File: src/rtl/motor_cmd_pkg.sv
// Purpose: shared types and constants for the motor command sequencer.
// Contents: sequencer state enum, driver control-word layout, width/period constants.
package motor_cmd_pkg;

    localparam int unsigned WIDTH_W        = 19;
    localparam int unsigned START_BIT      = 31;
    localparam int unsigned CTRL_W         = START_BIT + 1;
    localparam int unsigned PERIOD_DEFAULT = 660000;

    typedef enum logic [1:0] {
        IDLE  = 2'd0,
        START = 2'd1,
        RUN   = 2'd2
    } state_e;

    // Driver control word: [31]=start, [30:19]=reserved zero, [18:0]=high time
    typedef struct packed {
        logic                         start;
        logic [START_BIT-WIDTH_W-1:0] rsvd;
        logic [WIDTH_W-1:0]           width;
    } ctrl_t;

    function automatic ctrl_t make_ctrl(input logic start, input logic [WIDTH_W-1:0] width);
        ctrl_t c;
        c.start = start;
        c.rsvd  = '0;
        c.width = width;
        return c;
    endfunction

endpackage

File: src/rtl/motor_cmd_queue_if.sv
// Purpose: command-write, status and driver-handshake bundle of motor_cmd_queue.
// master: command writer / driver side (drives strobes, width and ack).
// slave : the sequencer (drives control word, queue status and error flags).
interface motor_cmd_queue_if #(
    parameter int unsigned DEPTH = 8
) ();
    localparam int unsigned CNT_W = $clog2(DEPTH) + 1;

    logic                                wr_en;
    logic [motor_cmd_pkg::WIDTH_W-1:0]   wr_width;
    logic                                flush;
    logic                                err_clr;
    logic                                motor_ack;
    logic [motor_cmd_pkg::CTRL_W-1:0]    motor_control;
    logic                                busy;
    logic [CNT_W-1:0]                    q_count;
    logic                                q_full;
    logic                                q_empty;
    logic                                err_ovf;
    logic                                err_range;
    logic                                err_timeout;

    modport master (
        output wr_en, wr_width, flush, err_clr, motor_ack,
        input  motor_control, busy, q_count, q_full, q_empty,
               err_ovf, err_range, err_timeout
    );

    modport slave (
        input  wr_en, wr_width, flush, err_clr, motor_ack,
        output motor_control, busy, q_count, q_full, q_empty,
               err_ovf, err_range, err_timeout
    );
endinterface

File: src/rtl/motor_cmd_fifo.sv
// Purpose: DEPTH-entry synchronous FIFO with flush and first-word-fall-through head.
// Ports: clk/reset; push_i/pop_i/flush_i strobes, data_i write data;
//        head_o oldest entry, count_o/full_o/empty_o occupancy status.
module motor_cmd_fifo #(
    parameter int unsigned DEPTH  = 8,
    parameter int unsigned DATA_W = 19,
    parameter int unsigned CNT_W  = $clog2(DEPTH) + 1
) (
    input  logic              clk,
    input  logic              reset,
    input  logic              push_i,
    input  logic              pop_i,
    input  logic              flush_i,
    input  logic [DATA_W-1:0] data_i,
    output logic [DATA_W-1:0] head_o,
    output logic [CNT_W-1:0]  count_o,
    output logic              full_o,
    output logic              empty_o
);
    localparam int unsigned PTR_W = $clog2(DEPTH);

    logic [DATA_W-1:0] mem_q [DEPTH];
    logic [PTR_W-1:0]  wr_ptr_q, wr_ptr_d;
    logic [PTR_W-1:0]  rd_ptr_q, rd_ptr_d;
    logic [CNT_W-1:0]  count_q, count_d;
    logic              full_q, empty_q;
    logic              do_push_c, do_pop_c;

    // A push into a full FIFO is only taken when a pop frees a slot that cycle
    assign do_push_c = push_i & ~flush_i & (~full_q | pop_i);
    assign do_pop_c  = pop_i & ~empty_q;

    // Pointer/count next state; flush drops everything still stored
    always_comb begin
        wr_ptr_d = wr_ptr_q;
        rd_ptr_d = rd_ptr_q;
        count_d  = count_q;
        if (flush_i) begin
            rd_ptr_d = wr_ptr_q;
            count_d  = '0;
        end else begin
            if (do_push_c) wr_ptr_d = wr_ptr_q + 1'b1;
            if (do_pop_c)  rd_ptr_d = rd_ptr_q + 1'b1;
            count_d = count_q + CNT_W'(do_push_c) - CNT_W'(do_pop_c);
        end
    end

    always_ff @(posedge clk or posedge reset) begin
        if (reset) begin
            wr_ptr_q <= '0;
            rd_ptr_q <= '0;
            count_q  <= '0;
            full_q   <= 1'b0;
            empty_q  <= 1'b1;
        end else begin
            wr_ptr_q <= wr_ptr_d;
            rd_ptr_q <= rd_ptr_d;
            count_q  <= count_d;
            full_q   <= (count_d == CNT_W'(DEPTH));
            empty_q  <= (count_d == '0);
        end
    end

    // Storage needs no reset; occupancy decides what is valid
    always_ff @(posedge clk) begin
        if (do_push_c) mem_q[wr_ptr_q] <= data_i;
    end

    assign head_o  = mem_q[rd_ptr_q];
    assign count_o = count_q;
    assign full_o  = full_q;
    assign empty_o = empty_q;
endmodule

File: src/rtl/motor_cmd_queue.sv
// Purpose: buffers pulse-width commands and issues them one at a time to the
//          gpio4 PWM driver using its start-bit / ack handshake.
// Ports: clk, reset (async, active-high); bus (slave modport): write strobe and
//        width, flush, err_clr, motor_ack in; motor_control, busy, queue status
//        and sticky error flags out.
module motor_cmd_queue
    import motor_cmd_pkg::*;
#(
    parameter int unsigned DEPTH       = 8,
    parameter int unsigned PERIOD      = PERIOD_DEFAULT,
    parameter int unsigned ACK_TIMEOUT = 1024
) (
    input  logic              clk,
    input  logic              reset,
    motor_cmd_queue_if.slave  bus
);
    localparam int unsigned CNT_W    = $clog2(DEPTH) + 1;
    localparam int unsigned TMR_W    = $clog2(ACK_TIMEOUT + 1);
    localparam logic [31:0] PERIOD_L = 32'(PERIOD);

    state_e             state_q;
    ctrl_t              ctrl_q;
    logic               busy_q;
    logic [TMR_W-1:0]   timer_q;
    logic               err_ovf_q, err_range_q, err_timeout_q;

    logic [WIDTH_W-1:0] head_c;
    logic [CNT_W-1:0]   fifo_count_c;
    logic               fifo_full_c, fifo_empty_c;
    logic               wr_legal_c, push_c, pop_c, timeout_c;
    logic               range_err_c, ovf_err_c;

    // Write qualification: flush suppresses both the write and its error reporting
    assign wr_legal_c  = 32'(bus.wr_width) < PERIOD_L;
    assign pop_c       = (state_q == IDLE) & ~fifo_empty_c & ~bus.motor_ack;
    assign push_c      = bus.wr_en & ~bus.flush & wr_legal_c & (~fifo_full_c | pop_c);
    assign range_err_c = bus.wr_en & ~bus.flush & ~wr_legal_c;
    assign ovf_err_c   = bus.wr_en & ~bus.flush & wr_legal_c & fifo_full_c & ~pop_c;
    assign timeout_c   = (state_q == START) & ~bus.motor_ack &
                         (timer_q == TMR_W'(ACK_TIMEOUT - 1));

    motor_cmd_fifo #(
        .DEPTH  (DEPTH),
        .DATA_W (WIDTH_W),
        .CNT_W  (CNT_W)
    ) u_fifo (
        .clk     (clk),
        .reset   (reset),
        .push_i  (push_c),
        .pop_i   (pop_c),
        .flush_i (bus.flush),
        .data_i  (bus.wr_width),
        .head_o  (head_c),
        .count_o (fifo_count_c),
        .full_o  (fifo_full_c),
        .empty_o (fifo_empty_c)
    );

    // Issue sequencer; ctrl_q.width doubles as the active command register.
    // Leaving RUN only on ack low means the driver always sees start low
    // for at least one cycle before the next command is popped.
    always_ff @(posedge clk or posedge reset) begin
        if (reset) begin
            state_q <= IDLE;
            ctrl_q  <= '0;
            busy_q  <= 1'b0;
            timer_q <= '0;
        end else begin
            unique case (state_q)
                IDLE: begin
                    if (pop_c) begin
                        ctrl_q  <= make_ctrl(1'b1, head_c);
                        state_q <= START;
                        busy_q  <= 1'b1;
                        timer_q <= '0;
                    end
                end
                START: begin
                    if (bus.motor_ack) begin
                        ctrl_q.start <= 1'b0;
                        state_q      <= RUN;
                    end else if (timeout_c) begin
                        ctrl_q  <= '0;
                        state_q <= IDLE;
                        busy_q  <= 1'b0;
                    end else begin
                        timer_q <= timer_q + 1'b1;
                    end
                end
                RUN: begin
                    if (!bus.motor_ack) begin
                        ctrl_q  <= '0;
                        state_q <= IDLE;
                        busy_q  <= 1'b0;
                    end
                end
                default: begin
                    ctrl_q  <= '0;
                    state_q <= IDLE;
                    busy_q  <= 1'b0;
                end
            endcase
        end
    end

    // Sticky error flags; a new error in the clear cycle keeps the flag set
    always_ff @(posedge clk or posedge reset) begin
        if (reset) begin
            err_ovf_q     <= 1'b0;
            err_range_q   <= 1'b0;
            err_timeout_q <= 1'b0;
        end else begin
            if (ovf_err_c)        err_ovf_q     <= 1'b1;
            else if (bus.err_clr) err_ovf_q     <= 1'b0;
            if (range_err_c)      err_range_q   <= 1'b1;
            else if (bus.err_clr) err_range_q   <= 1'b0;
            if (timeout_c)        err_timeout_q <= 1'b1;
            else if (bus.err_clr) err_timeout_q <= 1'b0;
        end
    end

    assign bus.motor_control = ctrl_q;
    assign bus.busy          = busy_q;
    assign bus.q_count       = fifo_count_c;
    assign bus.q_full        = fifo_full_c;
    assign bus.q_empty       = fifo_empty_c;
    assign bus.err_ovf       = err_ovf_q;
    assign bus.err_range     = err_range_q;
    assign bus.err_timeout   = err_timeout_q;
endmodule

File: src/flat_wrapper.sv
// flat-port wrapper written by rule: the top's interface ports become plain ports
module motor_cmd_queue_flat import motor_cmd_pkg::*;
#(
    parameter int unsigned DEPTH       = 8,
    parameter int unsigned PERIOD      = PERIOD_DEFAULT,
    parameter int unsigned ACK_TIMEOUT = 1024
)
  (clk, reset, bus_wr_en, bus_wr_width, bus_flush, bus_err_clr, bus_motor_ack, bus_motor_control, bus_busy, bus_q_count, bus_q_full, bus_q_empty, bus_err_ovf, bus_err_range, bus_err_timeout);
  motor_cmd_queue_if #(.DEPTH(DEPTH)) bus_i ();
  input  logic clk;
  input  logic reset;
  input wire logic [$bits(bus_i.wr_en)-1:0] bus_wr_en;
  input wire logic [$bits(bus_i.wr_width)-1:0] bus_wr_width;
  input wire logic [$bits(bus_i.flush)-1:0] bus_flush;
  input wire logic [$bits(bus_i.err_clr)-1:0] bus_err_clr;
  input wire logic [$bits(bus_i.motor_ack)-1:0] bus_motor_ack;
  output wire logic [$bits(bus_i.motor_control)-1:0] bus_motor_control;
  output wire logic [$bits(bus_i.busy)-1:0] bus_busy;
  output wire logic [$bits(bus_i.q_count)-1:0] bus_q_count;
  output wire logic [$bits(bus_i.q_full)-1:0] bus_q_full;
  output wire logic [$bits(bus_i.q_empty)-1:0] bus_q_empty;
  output wire logic [$bits(bus_i.err_ovf)-1:0] bus_err_ovf;
  output wire logic [$bits(bus_i.err_range)-1:0] bus_err_range;
  output wire logic [$bits(bus_i.err_timeout)-1:0] bus_err_timeout;
  assign bus_i.wr_en = bus_wr_en;
  assign bus_i.wr_width = bus_wr_width;
  assign bus_i.flush = bus_flush;
  assign bus_i.err_clr = bus_err_clr;
  assign bus_i.motor_ack = bus_motor_ack;
  assign bus_motor_control = bus_i.motor_control;
  assign bus_busy = bus_i.busy;
  assign bus_q_count = bus_i.q_count;
  assign bus_q_full = bus_i.q_full;
  assign bus_q_empty = bus_i.q_empty;
  assign bus_err_ovf = bus_i.err_ovf;
  assign bus_err_range = bus_i.err_range;
  assign bus_err_timeout = bus_i.err_timeout;
  motor_cmd_queue #(.DEPTH(DEPTH), .PERIOD(PERIOD), .ACK_TIMEOUT(ACK_TIMEOUT)) u_core (.clk(clk), .reset(reset), .bus(bus_i));
endmodule
File: config.mk
export PLATFORM = sky130hd
export DESIGN_NAME = motor_cmd_queue_flat
export DESIGN_NICKNAME = d
export VERILOG_FILES = /design/src/rtl/motor_cmd_pkg.sv /design/src/rtl/motor_cmd_queue_if.sv /design/src/rtl/motor_cmd_fifo.sv /design/src/rtl/motor_cmd_queue.sv /design/src/flat_wrapper.sv
export SDC_FILE = /design/constraint.sdc
export NUM_CORES = 1
export LEC_CHECK = 0
export CORE_MARGIN = 5
export CORE_UTILIZATION = 34
export CTS_CLUSTER_DIAMETER = 60
export DETAILED_ROUTE_END_ITERATION = 12
export RECOVER_POWER = 50
export SLEW_MARGIN = 5
export SYNTH_ARGS = -nofsm -noshare
export SYNTH_HDL_FRONTEND = slang
export SYNTH_SLANG_ARGS = --single-unit
File: constraint.sdc
create_clock -name clk -period 4 [get_ports clk]
set_clock_uncertainty 0.1 [all_clocks]
set_input_delay 0.8 -clock clk [delete_from_list [all_inputs] [get_ports clk]]
set_output_delay 0.8 -clock clk [all_outputs]
set_load 0.01 [all_outputs]
# Word level (Yosys, flattened, before mapping)
# Memory sizes are Yosys's and may differ from the RTL's.
# Index checks and enable logic that the tools add are counted.
# word_totals
ff_bits,60
latchBits,0
ram_bits,152
mem_bits_ro,0
in_bits,25
output_inout_bits,42
wordCells,84
memories,1
# op_classes
addsub,5
n_mul,0
div,0
magnitude_cmp,0
eq_ne,10
n_shift,0
muxes,28
bitwise_logic,17
n_reduce_logical,10
# memory_table
memory,words,width,rd,rd_ports_with_merged_regs,wr,line,text
u_core.u_fifo.mem_q,8,19,1,0,1,motor_cmd_fifo.sv:22,logic [DATA_W-1:0] mem_q [DEPTH];
# ops
cell,n
$mux 32,3
$pmux 32 s3,1
$mux 11,3
$mux 31,1
$pmux 11 s2,1
$add 11x1->11 const B,1
$and 1x1->1,11
$eq 11x10->1 const B,1
$mux 1,10
$mux 2,4
$reduce_and 4->1,2
$reduce_bool 2->1,4
$add 3x1->3 const B,2
$mux 3,2
$ne 2x2->1 const B,3
$pmux 2 s3,1
$not 1->1,5
$add 4x1->4,1
$eq 4x4->1 const B,1
$logic_not 4->1,1
$mux 4,1
$ne 2x1->1 const B,2
$sub 4x1->4,1
$ne 3x2->1 const B,1
7 further kinds,7

# Depth between registers and ports, before layout
# Gate-level depths: netlist of run 1.
# logic_depth
word_depth,11
ltp_mapped,12
mapped_depth_nobuf,11

# Cells and area by module
# From an unflattened synthesis of run 1, not the netlist that was laid out.
# unflattened
cells_unflattened,438
hier_area_um2,8135.3
# by_module_without_submodules
module,n_inst,cells_per_inst,area_each_um2,seq_area_each_um2
motor_cmd_fifo,1,289,6465.0,4865.9
motor_cmd_queue,1,149,1670.4,900.9

# Worst setup path before layout of run 1
# No wires, ideal clock.
# synth_timing
path_kind,in2reg
startpoint,input bus_motor_ack
endpoint,memory u_core.u_fifo.mem_q[0][0] (enable)
setup_time_ns,0.419
arrival_time_ns,3.120
required_ns,3.481
path_slack_ns,0.361
cell_stages,5
n_path_buf,1
cell_sequence,or4_1 > buf_6 > a21oi_4 > nand2b_4 > nor3_1
# synth_between
elab_chain_cells,8
# synth_lines
element,line,text
start: declaration,flat_wrapper.sv:16,input wire logic [$bits(bus_i.motor_ack)-1:0] bus_motor_ack;
$not 1->1 *,motor_cmd_queue.sv:35,assign pop_c = (state_q == IDLE) & ~fifo_empty_c & ~bus.motor_ack;
$and 1x1->1 *,motor_cmd_queue.sv:35,
$or 1x1->1 *,"motor_cmd_fifo.sv:30, motor_cmd_queue.sv:36",
$and 1x1->1,motor_cmd_queue.sv:36,assign push_c = bus.wr_en & ~bus.flush & wr_legal_c & (~fifo_full_c | pop_c);
$and 1x1->1,motor_cmd_fifo.sv:30,assign do_push_c = push_i & ~flush_i & (~full_q | pop_i);
$and 1x1->1 *,motor_cmd_fifo.sv:30,
$mux 1 *,motor_cmd_fifo.sv:66,if (do_push_c) mem_q[wr_ptr_q] <= data_i;
$mux 1 (not written as such) *,motor_cmd_fifo.sv:66,
end: declaration,motor_cmd_fifo.sv:22,
# Mark *: on every way between the ends. The rest lies on a longest branch, timed or not.

# Worst setup path after layout of run 1
# layout_timing
startpoint,input bus_motor_ack
endpoint,register u_core.u_fifo.empty_q (netlist: u_core.u_fifo.empty_o)
# layout_between
elab_chain_cells,10
word_cells_on_any_way,11
classes_between,add/sub: 2; mux: 1; bitwise: 7; reduce/logical: 1
# layout_lines
element,line,text
$not 1->1 *,motor_cmd_queue.sv:35,
$and 1x1->1 *,motor_cmd_queue.sv:35,
$or 1x1->1,"motor_cmd_fifo.sv:30, motor_cmd_queue.sv:36",
$and 1x1->1,motor_cmd_queue.sv:36,
$and 1x1->1 (2 in series),motor_cmd_fifo.sv:30,
$add 4x1->4,motor_cmd_fifo.sv:44,count_d = count_q + CNT_W'(do_push_c) - CNT_W'(do_pop_c);
$sub 4x1->4 *,motor_cmd_fifo.sv:44,
$mux 4 *,motor_cmd_fifo.sv:38,if (flush_i) begin
named net u_core.u_fifo.count_d[1],motor_cmd_fifo.sv:25,"logic [CNT_W-1:0] count_q, count_d;"
$logic_not 4->1 *,motor_cmd_fifo.sv:60,empty_q <= (count_d == '0);
end signal: assignment,motor_cmd_fifo.sv:60,
end: declaration,motor_cmd_fifo.sv:26,"logic full_q, empty_q;"
# The timed path passes the listed nets; every way through them passes the cells marked *.
# A chain may end at the register's enable or synchronous reset.

==> metrics, run 1 <==
first-pass GRT wire length=26.6 mm; Max Slew Vio Count=28; post-synthesis sequential area ratio=70.3%; Initial Utilization=34.8%; CTS Buf Count=17; core area=23600 µm²; Arrival @ worst endpoint=3870 ps; total of max-cap violations=1; data required time of the worst path=4270 ps; Initial DRC Count=214; Hold Path Class=register to register; final WL=17.0 mm; P_leak=3.42 nW; Hold Path Stages=1; DP HPWL=11.0 mm; Hold Vio Cnt, Final=0; clock insertion delay at the later pin of the skew report=420 ps; Worst slew margin=-6.97%; number of flops mapped to enable cells by yosys=152; initial antenna violation count=0; # diodes=0; commonest register cell after synthesis=edfxtp_1; Die X-Extent=165 µm; die footprint=27300 µm²; Die H=165 µm; Area Overhead vs Synth=19.0%; Fin Setup TNS=0 ps; io pins=67; setup slack, reg-to-reg=810 ps; Finished Core Util=41.4%; Layout Nets=610; # H-tree levels=4; Via Count=4473; share of cells above drive strength 1=21.4%; Synth cell types=57; Pwr Total=6.55 mW; Antenna Nets Post-Route=0; CP endpoint kind=register; CTS Hold Bufs=0; fin crit period=3600 ps; area of the multi-input gates=2230 µm²; CTS tree=built; post-place instance area=9210 µm²; period utilisation layout=90.0%; CP Cell Sequence=dlygate4sd3_1 -> or4_1 -> clkbuf_1 -> inv_2 -> ha_1 -> inv_1 -> ha_1 -> fa_1 -> nor2b_1 -> or3_1 -> o21ba_2; RSZ-0062 raised after global routing=false; Port Buffer Count=53; Setup CP Type=primary input to register; First-pass DRT Iterations=5; Worst-path clk slew=70 ps; gate count after technology mapping=497; Reg2Reg Launch Point=u_core.state_q[0]; YS warnings=0; CP Launch Type=primary input; largest net degree at the start of global routing=28; fillers=2123; Power Density=671 nW/µm²; Rows=56; Post-CTS Resized=0; Reg2Reg Depth=10; grt ovf=0; Worst-Margin Slew=1600 ps; final non-filler cell total=909; Post-CTS Setup Inserts=0; DRC=0; sequential cell area=5770 µm²; CTS root buf=clkbuf_16; Final Instance Area=9770 µm²; Total Routing Usage GR=13.0%; clk buf depth=2; failing checks=capacitance limit, slew limit; Reg2Reg Capture Point=u_core.u_fifo.empty_o; clk sinks=200; worst vdd ir=0.363 mV; Slowest cell on crit path=dlygate4sd3_1; vias in the first global route=4665; Max stage delay on crit path=550 ps; crit-path max FO=9; Synth Register Bits=200; vias per cell=4.92; post-synthesis area per instance=16.5 µm²; Most common cell on crit path=ha_1; Netlist Area Pre-Place=8210 µm²; FMAX=278 MHz; Hold Path End=u_core.bus.motor_control[3]; routed wire length per instance=18.7 µm; GPL Wtd Cong=0.768; setup violators final=0; Synth async-reset ratio=24.0%; outcome=finished, violations left; min-delay src=u_core.bus.motor_control[3]; placed cell count=877
synth_stat cells, types with 3 or more instances:
library cell | n | area share (%)
edfxtp_1 | 152 | 56
dfrtp_1 | 47 | 14
mux2_2 | 38 | 5.2
nor2_1 | 31 | 1.4
nor3_1 | 23 | 1.4
o22ai_1 | 22 | 1.7
mux2_1 | 19 | 2.6
mux4_2 | 19 | 5.2
nand2_1 | 16 | 0.73
buf_4 | 13 | 1.2
nand3_1 | 11 | 0.67
inv_1 | 10 | 0.46
o21ai_0 | 9 | 0.55
clkbuf_1 | 8 | 0.37
buf_2 | 7 | 0.43
ha_1 | 7 | 1.1
xnor2_1 | 6 | 0.64
a21oi_1 | 5 | 0.30
nand2b_1 | 4 | 0.30
a31oi_1 | 3 | 0.23
buf_6 | 3 | 0.41
nor2b_1 | 3 | 0.23
xor2_1 | 3 | 0.32
worst max-delay path, delay by kind of cell:
| family | cells | cell delay, ps |
|---|---|---|
| adders and majority gates | 3 | 790 |
| buffers and inverters | 4 | 960 |
| and+or+nand+nor | 3 | 1060 |
| AOI/OAI and AO/OA | 1 | 240 |
how the worst max path moves through the flow:
stage               cells after the start                   endpoint  slack, ps          start
detailed placement                     12      u_core.u_fifo.empty_o        100  bus_motor_ack
finish                                 11      u_core.u_fifo.empty_o        400  bus_motor_ack
global route                           11      u_core.u_fifo.empty_o        270  bus_motor_ack
floorplan                               5  u_core.u_fifo.mem_q[0][0]        360  bus_motor_ack
CTS                                    12      u_core.u_fifo.empty_o        550  bus_motor_ack
global placement                       12      u_core.u_fifo.empty_o        130  bus_motor_ack
through the flow:
stage | hold slack, ps | worst slack [ps]
after floorplan | 367 | 361
final | 392 | 399
after CTS | 398 | 549
after global routing | 407 | 272
after global placement | 376 | 129
after detailed placement | 381 | 104
report_power, final:
group          internal [mW]  leakage, nW  switching [mW]
Combinational           1.03         1.16           0.993
Sequential              2.54         1.99           0.262
Clock                  0.943        0.275           0.782
Total                   4.51         3.42            2.04
cells by family (layout without fill, tap and decap cells):
group	Yosys count	in the layout	synth area share (%)
buf+inv	44	125	2.99
flops	200	200	70.3
mux	79	79	13.5
simple gates	103	103	6.40
fa+ha+maj	8	8	1.31
compound gates	53	53	4.56
xor+xnor	9	9	0.961
other cells	1	13	0.0457
state kept, by name (all words and copies together) (netlist names), 2 cells and up:
register	count
u_core.u_fifo.mem_q	152
u_core.timer_q	11
u_core.state_q	2
u_core.bus.motor_control	20
u_core.u_fifo.wr_ptr_q	3
u_core.u_fifo.count_o	4
u_core.u_fifo.rd_ptr_q	3
layout by cell type, fill, tap and decap left out, types with 11 or more instances in the layout:
master | netlist | routed
buf_4 | 13 | 22
clkbuf_16 | 0 | 17
clkdlybuf4s50_1 | 0 | 31
conb_1 | 1 | 13
dfrtp_1 | 47 | 46
dlygate4sd3_1 | 0 | 22
edfxtp_1 | 152 | 152
mux2_1 | 19 | 19
mux2_2 | 38 | 38
mux4_2 | 19 | 19
nand2_1 | 16 | 16
nand3_1 | 11 | 11
nor2_1 | 31 | 31
nor3_1 | 23 | 22
o22ai_1 | 22 | 22
metal layers:
layer  vias to the layer above  wire length [µm]  GRT usage [%]
li1                       2041                 -              -
met1                      2303              7020           16.5
met2                       118              8790           22.4
met3                        11              1020           2.98
met4                         0               167           3.49
met5                         -                 0              0
layout make-up:
class | count | share of cell area (%)
inverter | 11 | 0.423
timing repair buffer | 82 | 7.56
clock buffer | 20 | 4.47
sequential | 200 | 59.0
clock inverter | 12 | 1.64
multi-input combinational | 265 | 22.8
tap | 319 | 4.09
(Power assumes the default switching activity.)
==> run 2, diff against run 1 <==
SLEW_MARGIN = 20   (was 5)
==> results of run 2 <==
Final layout, timing and power as in run 1 (identical DEF).
==> run 3, diff against run 2 <==
ABC_CLOCK_PERIOD_IN_PS = 4000   (was not set)
==> results of run 3 <==
Final layout, timing and power as in run 1 (identical DEF).
